===== src/rtl/core_fetch_s.sv =====
// core_fetch_s: Selen instruction-fetch stage; single-outstanding IL1 handshake,
// small {inst, pc} buffer toward decode, stall and redirect handling.
`timescale 1ns/1ps
module core_fetch_s #(
   parameter logic [31:0] RESET_PC   = 32'h0000_0000,
   parameter int          FIFO_DEPTH = 2,
   parameter logic [31:0] NOP_INST   = 32'h0000_0013
) (
   input  logic        clk,
   input  logic        rst,
   input  logic        fetch_enb_in,
   input  logic        fetch_redirect_in,
   input  logic [31:0] fetch_redirect_pc_in,
   output logic        fetch_il1_req_out,
   output logic [31:0] fetch_il1_addr_out,
   input  logic        fetch_il1_ack_in,
   input  logic [31:0] fetch_il1_data_in,
   output logic [31:0] fetch_inst_out,
   output logic [31:0] fetch_pc_out,
   output logic [31:0] fetch_pc_4_out,
   output logic        fetch_vld_out,
   output logic        fetch_nop_gen_out,
   output logic        fetch_stall_out
);
   localparam int AW = $clog2(FIFO_DEPTH);
   localparam logic [AW:0] DEPTH = (AW+1)'(FIFO_DEPTH);
   typedef enum logic [1:0] {IDLE, REQ, DROP} state_t;
   state_t state_q, state_d;
   logic [31:0] pc_q, pc_d, addr_q, addr_d;
   logic [AW-1:0] wr_q, wr_d, rd_q, rd_d;
   logic [AW:0] cnt_q, cnt_d;
   logic [31:0] inst_mem [FIFO_DEPTH];
   logic [31:0] pc_mem [FIFO_DEPTH];
   logic vld, push, pop;
   always_comb begin
      vld = cnt_q != '0;
      pop = vld & fetch_enb_in & ~fetch_redirect_in;
      push = (state_q == REQ) & fetch_il1_ack_in & ~fetch_redirect_in;
      wr_d = wr_q + AW'(push);
      rd_d = fetch_redirect_in ? wr_q : rd_q + AW'(pop);
      cnt_d = fetch_redirect_in ? '0 : cnt_q + (AW+1)'(push) - (AW+1)'(pop);
      pc_d = push ? pc_q + 32'd4 : pc_q;
      state_d = state_q;
      if (fetch_redirect_in) begin
         pc_d = {fetch_redirect_pc_in[31:2], 2'b00};
         state_d = (state_q != IDLE && !fetch_il1_ack_in) ? DROP : REQ;
      end else if (state_q == IDLE || fetch_il1_ack_in) begin
         state_d = (cnt_d < DEPTH) ? REQ : IDLE;
      end
      // an abandoned request keeps its address on the bus until IL1 answers it
      addr_d = (state_d == DROP) ? addr_q : pc_d;
   end
   always_ff @(posedge clk or posedge rst) begin
      if (rst) begin
         state_q <= IDLE;
         pc_q <= RESET_PC;
         addr_q <= RESET_PC;
         wr_q <= '0;
         rd_q <= '0;
         cnt_q <= '0;
      end else begin
         state_q <= state_d;
         pc_q <= pc_d;
         addr_q <= addr_d;
         wr_q <= wr_d;
         rd_q <= rd_d;
         cnt_q <= cnt_d;
      end
   end
   always_ff @(posedge clk) begin
      if (push) begin
         inst_mem[wr_q] <= fetch_il1_data_in;
         pc_mem[wr_q] <= pc_q;
      end
   end
   assign fetch_il1_req_out = state_q != IDLE;
   assign fetch_il1_addr_out = addr_q;
   assign fetch_vld_out = vld;
   assign fetch_nop_gen_out = ~vld;
   assign fetch_inst_out = vld ? inst_mem[rd_q] : NOP_INST;
   assign fetch_pc_out = vld ? pc_mem[rd_q] : 32'd0;
   assign fetch_pc_4_out = fetch_pc_out + 32'd4;
   assign fetch_stall_out = (state_q != IDLE) & ~vld;
endmodule


===== config.mk =====
export PLATFORM = sky130hd
export DESIGN_NAME = core_fetch_s
export DESIGN_NICKNAME = d
export VERILOG_FILES = /design/src/rtl/core_fetch_s.sv
export SDC_FILE = /design/constraint.sdc
export NUM_CORES = 1
export LEC_CHECK = 0
export BUFFER_PORTS_ARGS = -buffer_cell sky130_fd_sc_hd__buf_4
export CAP_MARGIN = 20
export CORE_MARGIN = 2
export CORE_UTILIZATION = 37
export CTS_CLUSTER_SIZE = 14
export DETAILED_ROUTE_END_ITERATION = 7
export PLACE_DENSITY = 0.56
export SLEW_MARGIN = 5
export SYNTH_ARGS = -nofsm -noshare
export SYNTH_HDL_FRONTEND = slang
export SYNTH_SLANG_ARGS = --single-unit

===== constraint.sdc =====
create_clock -name clk -period 8.9 [get_ports clk]
set_input_delay 0.89 -clock clk [delete_from_list [all_inputs] [get_ports clk]]
set_output_delay 0.89 -clock clk [all_outputs]
set_load 0.02 [all_outputs]

Word-level counts from Yosys, hierarchy flattened

Memories as Yosys holds them, arrays and structs flattened.
Cells that the tools add are included.

Muxes and demuxes: 12
$add $sub $neg: 6
Equal/unequal tests: 2
Reduce and logical (&&, ||, !) cells: 6
Order comparisons: 1
Bitwise logic cells: 7

Operators with widths:

| operator                | count |
|---|---|
| $mux W32                | 4 |
| $add A32 B3 Y32 const B | 2 |
| $mux W2                 | 4 |
| $and A1 B1 Y1           | 5 |
| $mux W1                 | 4 |
| $reduce_bool A2 Y1      | 2 |
| $add A1 B1 Y1           | 2 |
| $add A2 B1 Y2           | 1 |
| $eq A2 B1 Y1 const B    | 1 |
| $eq A2 B2 Y1 const B    | 1 |
| $logic_not A2 Y1        | 1 |
| $lt A2 B2 Y1 const B    | 1 |
| $not A1 Y1              | 2 |
| $sub A2 B1 Y2           | 1 |
| $logic_and A1 B1 Y1     | 1 |
| $logic_not A1 Y1        | 1 |
| $logic_or A1 B1 Y1      | 1 |

Memory bits (writable): 128
Word-level logic and storage cells: 42
Input bits: 69
Memories: 2
Bits in registers: 70

Memories:

| name     | depth | bits a word | read ports | clocked after memory_dff | write ports | RTL line | RTL |
|---|---|---|---|---|---|---|---|
| inst_mem | 2     | 32          | 1          | 0                        | 1           | 32       | `logic [31:0] inst_mem [FIFO_DEPTH];` |
| pc_mem   | 2     | 32          | 1          | 0                        | 1           | 33       | `logic [31:0] pc_mem [FIFO_DEPTH];` |

Depth between registers and ports, before layout

Gate-level depths: netlist (run 1).

Word-level depth: 11
Mapped depth: 13

Worst setup path before layout (run 1)

No wires, ideal clock.

Kind: register -> output
Start point: reg rd_q
End point: out fetch_pc_4_out[24]
Arrival time: 3.909 ns
Required time: 8.010 ns
Stages on the path, launching flop included: 14
Slack: 4.101 ns
Path through: dfrtp_1 -> buf_2 -> buf_2 -> buf_2 -> buf_2 -> buf_2 -> buf_2 -> mux2i_1 -> nor2_1 -> ha_1 -> nor4b_1 -> nand3_2 -> nor4b_1 -> xor2_1

Longest elaborated chain between the ends: 3

Ends and longest elaborated chain:

| what                      | RTL line | RTL |
|---|---|---|
| start, declared           | 30       | `logic [AW-1:0] wr_q, wr_d, rd_q, rd_d;` |
| start signal, assigned    | 66       | `rd_q <= rd_d;` |
| $mem_v2 Z2 W32            | -        |  |
| $mux W32                  | 81       | `assign fetch_pc_out = vld ? pc_mem[rd_q] : 32'd0;` |
| named net fetch_pc_out[3] | 19       | `output logic [31:0] fetch_pc_out,` |
| $add A32 B3 Y32           | 82       | `assign fetch_pc_4_out = fetch_pc_out + 32'd4;` |
| end, declared             | 20       | `output logic [31:0] fetch_pc_4_out,` |

The timed path passes the listed nets, and every way through them passes these cells.

Final worst setup path (run 1)

Start point: reg rd_q
End point: out fetch_pc_4_out[27]

Longest elaborated chain between the ends: 3

Ends and longest elaborated chain:

| what            | RTL line |
|---|---|
| $mem_v2 Z2 W32  | - |
| $mux W32        | 81 |
| $add A32 B3 Y32 | 82 |

Every way passes these cells.

==> results_dict.tcl, run 1 <==
set metrics [dict create \
    p_int_mw 1.82 \
    async_flop_share 0.354 \
    die_y_um 160 \
    post_cts_resized 0 \
    power_frac_clock 0.303 \
    antennaDiodeCount 0 \
    worstPathArrival_ps 3880 \
    setup_viol 0 \
    drt_pass1_iterations 5 \
    yosysSeqAreaShare 0.625 \
    overflow 0 \
    fin_crit_sh 0.536 \
    irDropWorstVdd_mv 0.127 \
    clock-root-buffer "clkbuf_16" \
    critPathMaxStageDelay_ps 790 \
    grt_max_degree 72 \
    antenna_left 0 \
    nets 972 \
    area_delta_synth_final_pct 26.2 \
    wl_per_cell_um 17.6 \
    clock_path_buffers 2 \
    crit_buf_inv 2 \
    setup.worst_path.end_class "primary output" \
    met3_length_um 1340 \
    final_hold_viol_count 0 \
    clkTransAtPathRegs_ps 70 \
    cp-startpoint "rd_q" \
    routed_wirelength_um 21600 \
    die_area_mm2 0.0255 \
    tritoncts "done" \
    io-pin-count 201 \
    rsz0062_at_grt "false" \
    share_comb_of_total_power 0.269 \
    via_per_inst 5.07 \
    met2WireLength_um 9220 \
    fmax_mhz 209 \
    status "finished, final reports clean" \
    crit_family "buffers and inverters" \
    grt_pass1_vias 6053 \
    leakage_nw 4.58 \
    die_w_um 160 \
    p_sw_uw 848 \
    dpl.hpwl_um 14900 \
    rows 56 \
    synth_top_area_frac 0.429 \
    routedLengthMet1_um 10800 \
    r2r-end "fetch_il1_addr_out[23]" \
    synth.net_count 792 \
    ys_top_cells_by_area "edfxtp_1 (43%), dfrtp_1 (20%), mux2i_1 (7.0%)" \
    cts_buffers 17 \
    core_area_mm2 0.0236 \
    synth_area_mm2 0.00896 \
    synth_edf_count 128 \
    r2r-start "state_q[1]" \
    switching_share 0.318 \
    cp-start-kind "register" \
    via_count 6232 \
    setup.worst_path.class "reg2out" \
    drt_iter0_drc 549 \
    crit_path_top_delay_cell "buf_4" \
    grt_usage 0.171 \
    yosys_most_used_dff "edfxtp_1" \
    fill_cells 2183 \
    place.gp.congestion 0.801 \
    synth_seq_cells 198 \
    r2r_cells 6 \
    min_path_type "reg2reg" \
    rrSetupSlack_ps 6020 \
    port_buffers 198 \
    slew_headroom 0.351 \
    yosys_warnings 0 \
    cp.depth 7 \
    fin_skew_ps 14.3 \
    ctsHoldBuffers 0 \
    ys_types 51 \
    cts_sinks 198 \
    maxCapViolCount 0 \
    syn_inst 717 \
    post-cts-setup-buffers 0 \
    power.density_mw_per_mm2 236 \
    finalCriticalPeriod_ps 4770 \
    setup_tns_ps 0 \
    synth_area_leader_cell "edfxtp_1" \
    cp_cell_sequence "buf_4 -> mux2i_1 -> a211oi_1 -> nand3_1 -> nor4b_1 -> xor2_1 -> buf_4" \
    power.share.sequential 0.428 \
    finalPower_mw 2.67 \
    drcViolationCount 0 \
    h-tree-depth 4 \
    start_util 0.379 \
    highest_layer "met4" \
    cpMostUsedCell "buf_4" \
    required_ps 8010 \
    worstMarginPinSlew_ps 973 \
    finalMaxSlewViolations 0 \
    synth_area_per_cell_um2 12.5 \
    antenna_found_initial 0 \
    drive_above_1_share 0.299 \
    crit_fanout 61 \
    crit_end "fetch_pc_4_out[27]" \
    insertion_delay_ps 430 \
    grt_pass1_wl_um 34000 \
]
==> Yosys cell counts, types with 16 or more instances <==
cell type  instances
clkbuf_1          23
dfrtp_1           70
edfxtp_1         128
mux2_2            24
mux2i_1           63
nand2_1           49
nand3_1           27
nand4_1           18
nor2_1            82
nor4_1            16
o21ai_0           20
xnor2_1           22
xor2_1            24
==> placed cells by master (no fill, tap or decap), types with 4 or more instances in the layout <==
master	n
dfrtp_1	69
ha_1	4
or4_1	8
o21ai_0	20
edfxtp_1	128
a21oi_1	11
inv_8	5
and2_1	4
o31ai_1	4
or2_2	5
nor2_1	82
xor2_1	24
a211oi_1	4
inv_1	13
nand3b_1	4
mux2_2	24
xnor2_1	22
o311ai_0	5
nand4_1	18
clkbuf_16	17
and3_1	8
nor4_1	16
or3_1	4
nor3_1	11
buf_4	204
nand2_1	49
nor2b_1	6
nand3_1	27
a31oi_1	6
mux2i_1	63
==> power groups by stage <==
stage          Combinational, mW  Clock (mW)  Sequential, mW
2_1_floorplan              0.457           0            1.15
3_3_place_gp               0.725           0            1.16
3_5_place_dp               0.727           0            1.16
4_1_cts                    0.729       0.832            1.14
5_1_grt                    0.776       0.870            1.16
6_report                   0.718       0.809            1.14
==> how the worst min path moves through the flow <==
| stage | cells past startpoint | start | end |
|---|---|---|---|
| after floorplan | 0 | pc_q[0] | pc_mem[0][0] |
| after global placement | 0 | pc_q[0] | pc_mem[0][0] |
| after detailed placement | 0 | pc_q[1] | pc_mem[0][1] |
| after CTS | 0 | pc_q[1] | pc_mem[1][1] |
| after global routing | 0 | pc_q[1] | pc_mem[0][1] |
| final | 0 | pc_q[1] | pc_mem[1][1] |
==> metal layers <==
layer  vias up  track usage
met5         -            0
met4         0       0.0479
met3        24       0.0399
met2       235        0.245
met1      2984        0.260
li1       2989            -
==> cells by family after synthesis <==
group / after synthesis / synth area share
muxes: 88 / 0.102
and+or+nand+nor: 257 / 0.143
AOI/OAI and AO/OA: 64 / 0.0469
xor gates and xnor gates: 46 / 0.0450
buffers and inverters: 58 / 0.0296
DFF: 198 / 0.625
adders and majority gates: 6 / 0.00838
==> sequential cells by signal, summed over array words and instances (netlist names) <==
register            count
inst_mem               64
pc_mem                 64
state_q                 2
cnt_q                   2
fetch_il1_addr_out     32
pc_q                   32
rd_q                    1
wr_q                    1
==> worst register-to-register path, cell delays in order, from the launching register on <==
cell	delay (ps)
dfrtp_1	400
nand4bb_1	440
inv_1	480
nand3_1	410
or4_1	620
a31oi_1	280
mux2_2	200
==> per-stage QoR <==
step | hold slack (ps) | area [µm²] | utilization | std cells | worst slack [ps]
2_1_floorplan | 434 | 8960 | - | 717 | 4100
3_3_place_gp | 448 | 10700 | 0.453 | 1197 | 4440
3_5_place_dp | 459 | 10700 | 0.453 | 1197 | 4460
4_1_cts | 479 | 11300 | 0.479 | 1229 | 4000
5_1_grt | 512 | 11300 | 0.479 | 1229 | 3650
6_report | 470 | 11300 | 0.479 | 1229 | 4130
==> final cells by class <==
class,instances,area (µm²),share of cell area
Timing Repair Buffer,204,1530,0.135
Tap cell,319,399,0.0353
Inverter,15,56.3,0.00498
Clock inverter,14,191,0.0169
Sequential cell,198,5600,0.495
Multi-Input combinational cell,461,3100,0.274
Clock buffer,18,429,0.0379
No activity file was read; power rests on OpenSTA's default activity.
==> run 2: changes to the inputs <==
--- a/config.mk
+++ b/config.mk
@@ -11,7 +11,7 @@
 export CORE_UTILIZATION = 37
 export CTS_CLUSTER_SIZE = 14
 export DETAILED_ROUTE_END_ITERATION = 7
-export PLACE_DENSITY = 0.56
+export PLACE_DENSITY = 0.58
 export SLEW_MARGIN = 5
 export SYNTH_ARGS = -nofsm -noshare
 export SYNTH_HDL_FRONTEND = slang
==> constraint.sdc (replaced) <==
create_clock -name clk -period 4.2 [get_ports clk]
set_input_delay 0.42 -clock clk [delete_from_list [all_inputs] [get_ports clk]]
set_output_delay 0.42 -clock clk [all_outputs]
set_load 0.02 [all_outputs]
==> results_dict.tcl, run 2 (same netlist as run 1, synthesis figures left out) <==
set metrics [dict create \
    status "finished, final reports clean" \
    finalCriticalPeriod_ps 3800 \
    clkTransAtPathRegs_ps 80 \
    tritoncts "done" \
    maxCapViolCount 0 \
    routedLengthMet1_um 10700 \
    die_y_um 160 \
    setup_tns_ps 0 \
    dpl.hpwl_um 15300 \
    irDropWorstVdd_mv 0.275 \
    setup_viol 0 \
    worstPathArrival_ps 3380 \
    drt_pass1_iterations 5 \
    leakage_nw 4.59 \
    port_buffers 198 \
    met3_length_um 1110 \
    required_ps 3780 \
    placed_cells 1200 \
    fin_crit_sh 0.906 \
    rsz0062_at_grt "false" \
    slew_headroom 0.454 \
    rows 56 \
    antenna_found_initial 0 \
    grt_pass1_wl_um 33800 \
    fin_area_mm2 0.0113 \
    setup.worst_path.end_class "primary output" \
    clock-root-buffer "clkbuf_16" \
    fmax_mhz 263 \
    nets 975 \
    drt_iter0_drc 464 \
    io-pin-count 201 \
    cp-start-kind "register" \
    insertion_delay_ps 440 \
    ctsHoldBuffers 0 \
    antennaDiodeCount 0 \
    cts_buffers 17 \
    finalMaxSlewViolations 0 \
    largestRegisters "inst_mem: 64 flops, pc_mem: 64 flops" \
    final_common_cell "buf_4" \
    highest_layer "met4" \
    post-cts-setup-buffers 0 \
    overflow 0 \
    grt_max_degree 63 \
    grt_usage 0.170 \
    cts_sinks 198 \
    die_area_mm2 0.0255 \
    final_util 0.480 \
    power.density_mw_per_mm2 491 \
    via_count 6150 \
    grt_pass1_vias 6011 \
    via_per_inst 4.99 \
    place.gp.congestion 0.834 \
    met2WireLength_um 9450 \
    antenna_left 0 \
    die_w_um 160 \
    crit_fanout 35 \
    fill_cells 2151 \
    area_delta_synth_final_pct 26.6 \
    place_area_mm2 0.0107 \
    clock_path_buffers 2 \
    min_path_type "in2async" \
    stdcell_count 1232 \
    fin_skew_ps 17.6 \
    setup.worst_path.class "reg2out" \
    worstMarginPinSlew_ps 819 \
    core_area_mm2 0.0236 \
    final_cell_mix "buf_4 (205), edfxtp_1 (128), nor2_1 (82)" \
    wl_per_cell_um 17.4 \
    post_cts_resized 0 \
    final_hold_viol_count 0 \
    drive_above_1_share 0.304 \
    drcViolationCount 0 \
    routed_wirelength_um 21500 \
    h-tree-depth 4 \
    start_util 0.379 \
]
run 2: cell types whose count changed in the layout (fill, tap and decap cells not counted), sizes merged:
| cell | delta |
|---|---|
| clkinv | +1 |
| clkinvlp | -1 |
| clkbuf | -1 |
| buf | +3 |
| inv | +4 |
| bufinv | -3 |
run 2: critical path, stage by stage, from the launching register on:
cell and delay [ps]:
dfrtp_4 740, mux2_2 240, and2_1 170, ha_1 240
nor4b_2 400, nand3_2 310, nor4b_1 490, xor2_1 190
buf_4 160
run 2: through the flow:
stage	hold slack, ps	setup WS [ps]	power [mW]
finish	133	396	5.57
CTS	143	320	5.63
detailed placement	473	813	4.02
global route	143	112	5.84
floorplan	434	35.3	3.41
global placement	454	865	4.00
run 2: cell type report:
| class | count | area, µm² | area share |
|---|---|---|---|
| sequential | 198 | 5600 | 0.494 |
| multi-input combinational | 461 | 3110 | 0.274 |
| timing repair buffer | 207 | 1580 | 0.139 |
| clock buffer | 17 | 425 | 0.0375 |
| tap | 319 | 399 | 0.0352 |
| clock inverter | 15 | 173 | 0.0152 |
| inverter | 15 | 56.3 | 0.00496 |
run 2: final timing paths:
kind / from / to / slack (ps) / cells after the start
min in group clk: fetch_il1_data_in[12] / inst_mem[0][12] / 160 / 1
setup / recovery: rd_q / fetch_pc_4_out[24] / 400 / 8
setup reg to reg: state_q[1] / fetch_il1_addr_out[23] / 1430 / 6
hold reg to reg: pc_q[1] / pc_mem[0][1] / 490 / 0
hold / removal: rst / fetch_il1_addr_out[6] / 130 / 2
max in group asynchronous: rst / rd_q / 3070 / 3
run 2: per-layer routing:
metal  vias up  track usage
met5         -            0
met2       177        0.255
li1       3000            -
met1      2961        0.250
met3        12       0.0401
met4         0       0.0364
run 2: where the power goes:
group	leakage (nW)	internal, mW	switching, mW
Clock	0.288	0.805	0.809
Sequential	2.01	2.27	0.169
Combinational	2.29	0.636	0.875
Total	4.59	3.71	1.85
